--- src/rtl/proc_pkg.sv ---
// Shared types and constants for the 9-bit simple processor control unit.
package proc_pkg;

   localparam int DATA_W   = 9;
   localparam int NUM_REGS = 8;

   // Instruction word layout: III_XXX_YYY
   localparam int OP_HI = 8;
   localparam int OP_LO = 6;
   localparam int X_HI  = 5;
   localparam int X_LO  = 3;
   localparam int Y_HI  = 2;
   localparam int Y_LO  = 0;

   localparam logic [2:0] OP_MV  = 3'b000;
   localparam logic [2:0] OP_MVI = 3'b001;
   localparam logic [2:0] OP_ADD = 3'b010;
   localparam logic [2:0] OP_SUB = 3'b011;

   typedef enum logic [1:0] {
      T0 = 2'd0,
      T1 = 2'd1,
      T2 = 2'd2,
      T3 = 2'd3
   } state_t;

   // Extract the opcode field from an instruction word.
   function automatic logic [2:0] ir_op(input logic [DATA_W-1:0] ir);
      return ir[OP_HI:OP_LO];
   endfunction

endpackage

--- src/rtl/proc_control_fsm_dec3to8.sv ---
// 3-bit index to one-hot 8 decoder with enable; output is all-zero when disabled.
module dec3to8 (
   input  logic [2:0] idx_i,
   input  logic       en_i,
   output logic [7:0] onehot_o
);

   // Drive a single bit selected by the index, or nothing when disabled.
   always_comb begin
      onehot_o = 8'h00;
      if (en_i) begin
         onehot_o[idx_i] = 1'b1;
      end else begin
         onehot_o = 8'h00;
      end
   end

endmodule

--- src/rtl/proc_control_fsm.sv ---
// Control unit for the 9-bit simple processor: fetches an instruction into IR and
// sequences the shared bus, register enables, A/G registers and the adder/subtractor.
module proc_control_fsm
   import proc_pkg::*;
(
   input  logic              clk,
   input  logic              resetn,
   input  logic              run,
   input  logic [DATA_W-1:0] DIN,
   output logic [DATA_W-1:0] IR,
   output logic [7:0]        Rout,
   output logic              DINout,
   output logic              Gout,
   output logic [7:0]        Rin,
   output logic              Ain,
   output logic              Gin,
   output logic              AddSub,
   output logic              Done
);

   state_t            state_q, state_d;
   logic [DATA_W-1:0] ir_q, ir_d;

   logic       rout_x_s, rout_y_s, rin_x_s;
   logic       dinout_s, gout_s, ain_s, gin_s, addsub_s, done_s;
   logic [7:0] x_sel_s, y_sel_s;
   logic [2:0] op_s;

   assign op_s = ir_op(ir_q);

   // Next-state, IR capture and per-state control strobes.
   always_comb begin
      state_d  = state_q;
      ir_d     = ir_q;
      rout_x_s = 1'b0;
      rout_y_s = 1'b0;
      rin_x_s  = 1'b0;
      dinout_s = 1'b0;
      gout_s   = 1'b0;
      ain_s    = 1'b0;
      gin_s    = 1'b0;
      addsub_s = 1'b0;
      done_s   = 1'b0;
      case (state_q)
         T0: begin
            if (run) begin
               ir_d    = DIN;
               state_d = T1;
            end else begin
               state_d = T0;
            end
         end
         T1: begin
            case (op_s)
               OP_MV: begin
                  rout_y_s = 1'b1;
                  rin_x_s  = 1'b1;
                  done_s   = 1'b1;
                  state_d  = T0;
               end
               OP_MVI: begin
                  dinout_s = 1'b1;
                  rin_x_s  = 1'b1;
                  done_s   = 1'b1;
                  state_d  = T0;
               end
               OP_ADD, OP_SUB: begin
                  rout_x_s = 1'b1;
                  ain_s    = 1'b1;
                  state_d  = T2;
               end
               default: begin
                  // Undefined opcodes retire as a NOP with no bus activity.
                  done_s  = 1'b1;
                  state_d = T0;
               end
            endcase
         end
         T2: begin
            rout_y_s = 1'b1;
            gin_s    = 1'b1;
            addsub_s = (op_s == OP_SUB);
            state_d  = T3;
         end
         T3: begin
            gout_s  = 1'b1;
            rin_x_s = 1'b1;
            done_s  = 1'b1;
            state_d = T0;
         end
         default: begin
            state_d = T0;
         end
      endcase
   end

   // State and instruction registers with synchronous active-low reset.
   always_ff @(posedge clk) begin
      if (!resetn) begin
         state_q <= T0;
         ir_q    <= {DATA_W{1'b0}};
      end else begin
         state_q <= state_d;
         ir_q    <= ir_d;
      end
   end

   // Decoders are disabled during reset so no register select can leak out.
   dec3to8 u_dec_x (
      .idx_i    (ir_q[X_HI:X_LO]),
      .en_i     (resetn),
      .onehot_o (x_sel_s)
   );

   dec3to8 u_dec_y (
      .idx_i    (ir_q[Y_HI:Y_LO]),
      .en_i     (resetn),
      .onehot_o (y_sel_s)
   );

   // Every output is held at zero while reset is asserted.
   assign IR     = resetn ? ir_q : {DATA_W{1'b0}};
   assign Rout   = ({8{rout_x_s}} & x_sel_s) | ({8{rout_y_s}} & y_sel_s);
   assign Rin    = {8{rin_x_s}} & x_sel_s;
   assign DINout = dinout_s & resetn;
   assign Gout   = gout_s   & resetn;
   assign Ain    = ain_s    & resetn;
   assign Gin    = gin_s    & resetn;
   assign AddSub = addsub_s & gin_s & resetn;
   assign Done   = done_s   & resetn;

endmodule

--- config.mk ---
export PLATFORM = sky130hd
export DESIGN_NAME = proc_control_fsm
export DESIGN_NICKNAME = d
export VERILOG_FILES = /design/src/rtl/proc_pkg.sv /design/src/rtl/proc_control_fsm_dec3to8.sv /design/src/rtl/proc_control_fsm.sv
export SDC_FILE = /design/constraint.sdc
export NUM_CORES = 1
export LEC_CHECK = 0
export ABC_AREA = 1
export ABC_CLOCK_PERIOD_IN_PS = 1500
export BUFFER_PORTS_ARGS = -buffer_cell sky130_fd_sc_hd__buf_2
export CAP_MARGIN = 20
export CORE_MARGIN = 5
export CORE_UTILIZATION = 45
export DETAILED_ROUTE_END_ITERATION = 10
export PLACE_DENSITY = 0.77
export SLEW_MARGIN = 10
export SYNTH_ARGS = -nofsm -noshare
export SYNTH_HDL_FRONTEND = slang
export SYNTH_SLANG_ARGS = --single-unit
--- constraint.sdc ---
create_clock -name clk -period 1.5 [get_ports clk]
set_input_delay 0.3 -clock clk [delete_from_list [all_inputs] [get_ports clk]]
set_output_delay 0.3 -clock clk [all_outputs]
set_load 0.005 [all_outputs]
==> run metrics, run 1 <==
outcome finished with violations; failing checks setup timing; syn_nets 168; Slowest cell on crit path dfxtp_4; Syn Std Cell Area 892 um^2; Die Area 2970 um^2; Max Clock Skew 4.84 ps; Layout area overhead 59.0%; delay-heaviest family, CP buffers and inverters; hold slack 276 ps; slowest cell delay on critical path 360 ps; max_cap viols 0; post-placement cell area 1160 um^2; initial core utilization 46.4%; CTS H-tree lvls 1; Final min period 1680 ps; number of fill cells 161; antenna violations before repair 0; layout cells sized above 1 46.8%; sequential area share after synthesis 24.7%; worst hold start DIN[3]; Fmax 594 MHz; worst path required time 1200 ps; worst-case clock buffer depth 2; aggregate routed wire length 2690 um; # nets final 223; I/O Buffers 42; Iter 0 DRT Violations 21; CP max FO 8; period utilisation layout 112%; Antenna Cells 0; residual DRC count 0; All-Layer GR Usage 18.8%; Worst Setup Start Kind flop; Worst Path Class, Setup flop to primary output; cell count after synthesis 151; Pleak 0.778 nW; Pre-Repair DR Iteration Count 4; first-pass GRT wire length 4090 um; Switching Share 37.9%; RD Place Congestion 0.832; latest clock arrival within the worst-skew pair 270 ps; DP Wirelength 1970 um; final setup margin -184 ps; boundary pin count 43; net switching power 348 uW; num rows 16; worst slew margin relative to its limit 78.8%; Clock transition at path regs 70 ps; Clk pwr share 22.7%; Worst Reg2Reg Path Length in Cells 6; total power 920 uW; Hold Path Stages 3; remaining antenna violation count after routing 0; max-slew violation count 0; Synth cell types 20; DR vias 1094; Die Width 54.5 um; r2r setup slk 220 ps; HP Class input pin to flop; per-cell routed wire length 11.6 um; Core ar. 1920 um^2; design area 1420 um^2; Gate power share 38.8%; vias in the first global route 990; Synth Area per Inst 5.91 um^2; largest net degree at the start of global routing 15; hold-fix buffers at CTS 0; final core area utilization 73.8%; Yosys warnings 0; Sequential Power Share 38.4%; GRT overflow 0; Final setup viols 21; FF+latch count, synth 11; power per cell area 648 nW/um^2; critical path endpoint category primary output; worst flop-to-flop path startpoint state_q[0]; crit-path cells buf_6 -> ha_4 -> a21oi_4 -> buf_12 -> nor3_2 -> buf_2; DIE HEIGHT 54.5 um; Worst Hold Path EP ir_q[3]; Clock Tree Root clkbuf_4; Sink Count 11; CTS tree done; end of the worst register-to-register path ir_q[2]; Worst VDD drop 0.699 mV; Via-to-Cell Ratio 4.72; final hold viol count 0; Buf/Inv on CP 3; TritonCTS Buffers 3; worst endpoint data arrival time 1380 ps; unrepaired setup endpoints after global routing true; Cell Int Power 571 uW; Worst-Margin Slew 317 ps
[per-stage QoR]
stage / instances / worst slack [ps] / setup TNS (ps)
final: 232 / -184 / -3110
after global routing: 232 / -238 / -4410
after CTS: 232 / -148 / -2560
after detailed placement: 222 / -35.4 / -202
after global placement: 222 / 27.0 / 0
after floorplan: 151 / 100 / 0
[per-layer routing]
| layer | track usage, % | share of wire [%] | vias up | routed length, um |
|---|---|---|---|---|
| met2 | 33.1 | 49 | 30 | 1320 |
| met3 | 3.81 | 5.8 | 4 | 157 |
| li1 | - | - | 578 | - |
| met5 | 0 | 0 | - | 0 |
| met4 | 7.47 | 1.0 | 0 | 28 |
| met1 | 22.1 | 44 | 482 | 1190 |
[worst register-to-register path, cell delays in order, from the launching register on]
cell	delay (ps)
dfxtp_4	410
inv_4	60
ha_4	150
nand2_1	220
buf_4	200
o21ai_1	60
a21oi_1	130
[layout make-up]
type	instances	area [um^2]	area share, %
clock buffer	4	26.3	1.85
sequential	11	233	16.4
multi-input combinational	110	694	48.9
tap	27	33.8	2.38
timing repair buffer	55	328	23.1
inverter	25	104	7.32
[placed cells by master, fill, tap and decap left out, types with 7 or more instances in the layout]
cell type  Yosys  layout
inv_1         21      17
o21ai_1        9       9
nor3_2         4       7
a21oi_1        9       9
buf_4          0      10
nand2_1       38      35
dfxtp_1       11       7
buf_2          3      42
nor2_1        25      23
[worst max path at each step]
stage                     depth (start not counted)  slack, ps      end  startpoint
after floorplan                                   5        100  Rout[0]  state_q[0]
after global placement                            7         30  Rout[6]      resetn
after detailed placement                          7        -40  Rout[6]        flop
after CTS                                         5       -150   AddSub        flop
after global routing                              6       -240   Rin[6]        flop
final                                             6       -180   Rin[6]        flop
[cells in the mapped netlist]
cell,number,area (um^2)
a21oi_1,9,45.0
a21oi_4,1,16.3
buf_2,3,15.0
buf_6,1,11.3
clkbuf_1,1,3.75
dfxtp_1,11,220
ha_1,5,62.6
inv_1,21,78.8
inv_2,4,15.0
nand2_1,38,143
nand2_2,1,6.26
nand3_1,9,45.0
nor2_1,25,93.8
nor3_1,4,20.0
nor3_2,4,40.0
nor4_1,2,12.5
o21ai_0,1,5.00
o21ai_1,9,45.0
o31ai_1,1,7.51
or2_1,1,6.26
[logic make-up after synthesis]
kind of cell | Yosys count | share of synthesized area (%)
AO/OA/AOI/OAI | 21 | 13.3
AND/OR/NAND/NOR | 84 | 41.1
flip-flops | 11 | 24.7
adder cells (fa/ha/maj) | 5 | 7.01
buffers and inverters | 30 | 13.9
[what timing repair did]
action | in CTS | in global routing
endpoints found under the hold margin | 0 | 0
pin swaps | 4 | 3
buffers inserted | 6 | 1
setup endpoints to repair | 21 | 22
gates resized for setup | 31 | 15
[sequential cells by signal, summed over array words and instances, names as in the netlist, named ones only]
register / count
state_q: 1
ir_q: 9
[power groups by stage]
stage / clock network, mW / logic, mW / registers (mW)
final: 0.209 / 0.357 / 0.353
after detailed placement: 0 / 0.264 / 0.351
after floorplan: 0 / 0.177 / 0.347
after global routing: 0.229 / 0.396 / 0.357
after CTS: 0.207 / 0.324 / 0.352
after global placement: 0 / 0.255 / 0.350
(Power assumes the default switching activity.)
==> run 2: changes to the inputs <==
--- a/config.mk
+++ b/config.mk
@@ -10,4 +10,5 @@
 export BUFFER_PORTS_ARGS = -buffer_cell sky130_fd_sc_hd__buf_2
 export CAP_MARGIN = 20
+export CORE_ASPECT_RATIO = 0.75
 export CORE_MARGIN = 5
 export CORE_UTILIZATION = 45
==> constraint.sdc (replaced) <==
create_clock -name clk -period 1.5 [get_ports clk]
set_input_delay 0.3 -clock clk [delete_from_list [all_inputs] [get_ports clk]]
set_output_delay 0.3 -clock clk [all_outputs]
set_load 0.05 [all_outputs]
==> run metrics, run 2 (synthesis gave the netlist of run 1 again) <==
power per cell area 642 nW/um^2; commonest non-fill, non-tap cells in the layout 24 x nand2_1, 22 x nor2_1, 20 x buf_4; vias in the first global route 1343; layout cells sized above 1 57.9%; Sink Count 11; Clk pwr share 18.5%; unrepaired setup endpoints after global routing true; Clock transition at path regs 70 ps; final setup margin -379 ps; number of fill cells 35; DR vias 1488; final core area utilization 97.1%; # nets final 232; remaining antenna violation count after routing 0; Worst Setup Start Kind flop; first-pass GRT wire length 6730 um; Gate power share 51.6%; critical path endpoint category primary output; worst endpoint data arrival time 1580 ps; GRT overflow 0; I/O Buffers 42; worst flop-to-flop path startpoint state_q[0]; CP endpoint Rout[4]; Core ar. 1940 um^2; per-cell routed wire length 24.2 um; CTS tree done; largest register by flop count ir_q; HP Class input pin to flop; Via-to-Cell Ratio 6.25; Switching Share 47.9%; RD Place Congestion 0.827; total power 1.21 mW; Final setup viols 28; Antenna Cells 0; Largest regs ir_q (9), state_q (1); max_cap viols 0; Fmax 532 MHz; Sequential Power Share 29.9%; FF/Latch Area 231 um^2; aggregate routed wire length 5750 um; DP Wirelength 2290 um; setup TNS -6890 ps; antenna violations before repair 0; Layout area overhead 112%; max reg flops 9; Final min period 1880 ps; post-placement cell area 1380 um^2; final hold viol count 0; Worst Path Class, Setup flop to primary output; slowest cell delay on critical path 360 ps; worst-case clock buffer depth 2; period utilisation layout 125%; r2r setup slk 0 ps; Iter 0 DRT Violations 236; end of the worst register-to-register path ir_q[4]; Worst VDD drop 0.709 mV; DIE HEIGHT 48.6 um; Worst-Margin Slew 390 ps; Die Area 2980 um^2; residual DRC count 0; net switching power 580 uW; design area 1890 um^2; Clock Tree Root clkbuf_4; crit-path cells inv_1 -> nand2_1 -> nor2_1 -> nand2_1 -> nand2_4 -> buf_8; most common cell after layout, fill and taps aside nand2_1; failing checks setup timing; TritonCTS Buffers 3; worst slew margin relative to its limit 73.9%; Die Width 61.4 um; Slowest cell on crit path dfxtp_1; CTS H-tree lvls 1; largest net degree at the start of global routing 13; Pleak 0.884 nW; Multi-input gate area 907 um^2; Cell Int Power 632 uW; num rows 14; Worst Reg2Reg Path Length in Cells 6; All-Layer GR Usage 29.8%; worst path required time 1200 ps; boundary pin count 43; latest clock arrival within the worst-skew pair 290 ps; initial core utilization 45.9%; CP max FO 4; Pre-Repair DR Iteration Count 5; Max Clock Skew 5.69 ps; Worst Setup SP ir_q[4]; max-slew violation count 0; outcome finished with violations; DP Cell Count 230; most frequent CP cell nand2_1; hold-fix buffers at CTS 0; final std cells w/o fill 238
[run 2: cell type report]
class                      instances  share of cell area (%)
multi-input combinational        110                    48.0
tap                               24                    1.59
sequential                        11                    12.3
clock buffer                       4                    1.39
inverter                          25                    5.63
timing repair buffer              64                    31.1
[run 2: power groups by stage]
stage                     combinational [mW]  clock, mW  sequential (mW)
after floorplan                        0.279          0            0.353
after detailed placement               0.409          0            0.351
after global routing                   0.646      0.236            0.364
final                                  0.626      0.224            0.362
after CTS                              0.509      0.217            0.349
after global placement                 0.397          0            0.349
[run 2: worst min path at each step]
stage / from / to / cells past startpoint
2_1_floorplan: run / state_q[0] / 2
3_3_place_gp: ir_q[0] / ir_q[0] / 2
3_5_place_dp: ir_q[6] / ir_q[6] / 2
4_1_cts: DIN[8] / ir_q[8] / 3
5_1_grt: run / state_q[0] / 3
6_report: DIN[8] / ir_q[8] / 3
[run 2: metal layers]
layer	track usage, %	vias to the layer above	share of wire [%]
met2	49.8	154	45
met5	0	-	0
met1	36.6	675	33
met4	9.19	0	8.7
li1	-	601	-
met3	7.45	58	12
[run 2: through the flow]
step / setup WS [ps] / hold slack, ps
2_1_floorplan: -161 / 439
3_3_place_gp: -123 / 459
3_5_place_dp: -163 / 474
4_1_cts: -275 / 261
5_1_grt: -412 / 317
6_report: -379 / 275
[run 2: critical path: cells and delay by family (launching register included)]
kind / cells / cell delay [ps]
buffers and inverters: 2 / 290
DFF: 1 / 360
and+or+nand+nor: 4 / 640
[run 2: what timing repair did]
action	in CTS	in global routing
endpoints found under the hold margin	0	0
pin swaps	5	6
resized for setup	90	27
setup buffers	1	3
endpoints found under the setup margin	24	28
==> run 3: changes to the inputs <==
Settings changed: ABC_CLOCK_PERIOD_IN_PS 1500 to 2250, CORE_UTILIZATION 45 to 49, PLACE_DENSITY 0.77 to 0.83.
Clock period 1.5 ns to 2.25 ns, I/O delays scaled along.
==> run metrics, run 3 (synthesis gave the netlist of run 1 again) <==
Sink Count 11; Worst Reg2Reg Path Length in Cells 6; worst slew margin relative to its limit 64.2%; # nets final 211; max reg flops 9; Final setup viols 0; final setup margin 139 ps; DIE HEIGHT 47.0 um; period utilisation layout 93.8%; Worst VDD drop 0.415 mV; I/O Buffers 42; Placement Setup Slack 225 ps; Antenna Cells 0; largest register by flop count ir_q; Die Area 2780 um^2; worst endpoint data arrival time 1660 ps; Max Clock Skew 6.83 ps; Pleak 0.692 nW; latest clock arrival within the worst-skew pair 270 ps; layout cells sized above 1 32.6%; boundary pin count 43; TritonCTS Buffers 3; Clock transition at path regs 80 ps; power per cell area 504 nW/um^2; Worst Setup Start Kind flop; post-CTS setup buffers 0; CTS tree done; Worst Path Class, Setup flop to primary output; All-Layer GR Usage 16.5%; residual DRC count 0; initial core utilization 51.7%; critical path endpoint category primary output; max_cap viols 0; CP endpoint Rout[7]; vias in the first global route 897; DP Cell Count 211; Pre-Repair DR Iteration Count 4; remaining antenna violation count after routing 0; post-placement cell area 1120 um^2; DR vias 1047; CP max FO 8; most common cell after layout, fill and taps aside buf_2; Die Width 59.3 um; unrepaired setup endpoints after global routing false; GRT overflow 0; first-pass GRT wire length 3590 um; number of fill cells 182; worst-case clock buffer depth 2; Largest regs ir_q (9), state_q (1); CTS H-tree lvls 1; final std cells w/o fill 215; end of the worst register-to-register path ir_q[8]; per-cell routed wire length 10.6 um; DP Wirelength 1870 um; FF/Latch Area 220 um^2; Core ar. 1720 um^2; Iter 0 DRT Violations 28; final core area utilization 67.4%; num rows 13; worst flop-to-flop path startpoint state_q[0]; Fmax 474 MHz; commonest non-fill, non-tap cells in the layout 41 x buf_2, 38 x nand2_1, 24 x nor2_1; outcome completed; aggregate routed wire length 2280 um; Layout area overhead 30.3%; HP Class input pin to flop; Worst-Margin Slew 535 ps; largest net degree at the start of global routing 18; Via-to-Cell Ratio 4.87; Multi-input gate area 573 um^2; Final min period 2110 ps; design area 1160 um^2; r2r setup slk 790 ps; antenna violations before repair 0; Clock Tree Root clkbuf_4; RD Place Congestion 0.894; max-slew violation count 0; worst path required time 1800 ps; final hold viol count 0
## run 3: cell type report
| class | instances | area share (%) |
|---|---|---|
| timing repair buffer | 43 | 18.9 |
| clock inverter | 1 | 0.431 |
| multi-input combinational | 110 | 49.3 |
| clock buffer | 3 | 1.94 |
| sequential | 11 | 18.9 |
| inverter | 25 | 8.07 |
| tap | 22 | 2.37 |
## run 3: report_power, final
part,internal [mW],leakage [nW],switching (mW)
combinational,0.0582,0.583,0.160
clock,0.0658,0.0177,0.0695
sequential,0.214,0.0911,0.0190
total,0.338,0.692,0.248
## run 3: how the worst min path moves through the flow
stage                        from  cells past startpoint       to
after CTS                  DIN[3]                      3  ir_q[3]
final                      DIN[3]                      3  ir_q[3]
after global routing       DIN[3]                      3  ir_q[3]
after detailed placement  ir_q[0]                      2  ir_q[0]
after global placement    ir_q[0]                      2  ir_q[0]
after floorplan           ir_q[0]                      2  ir_q[0]
## run 3: metrics by stage
step	total power [mW]	hold WS (ps)	TNS [ps]
5_1_grt	0.622	412	0
3_5_place_dp	0.452	459	0
2_1_floorplan	0.405	444	-61.1
6_report	0.586	407	0
4_1_cts	0.586	408	0
3_3_place_gp	0.446	458	0
## run 3: routing by layer
metal  vias up  part of all wire [%]  track usage [%]
li1        554                     -                -
met1       471                    45             20.6
met4         0                     0                0
met5         -                     0                0
met3         0                   6.8             4.12
met2        22                    48             30.7
## run 3: timing repair
action / CTS / global route
hold buffers: 0 / 0
resized for setup: 0 / 4
setup endpoints to repair: 0 / 8
## run 3: worst max-delay path, cell delays in order, from the launching register on
cell and delay [ps]:
dfxtp_1 340, inv_1 110, ha_2 260, nand3_1 110, nand2_2 140, nand3_1 90, nand2_1 80, buf_2 260
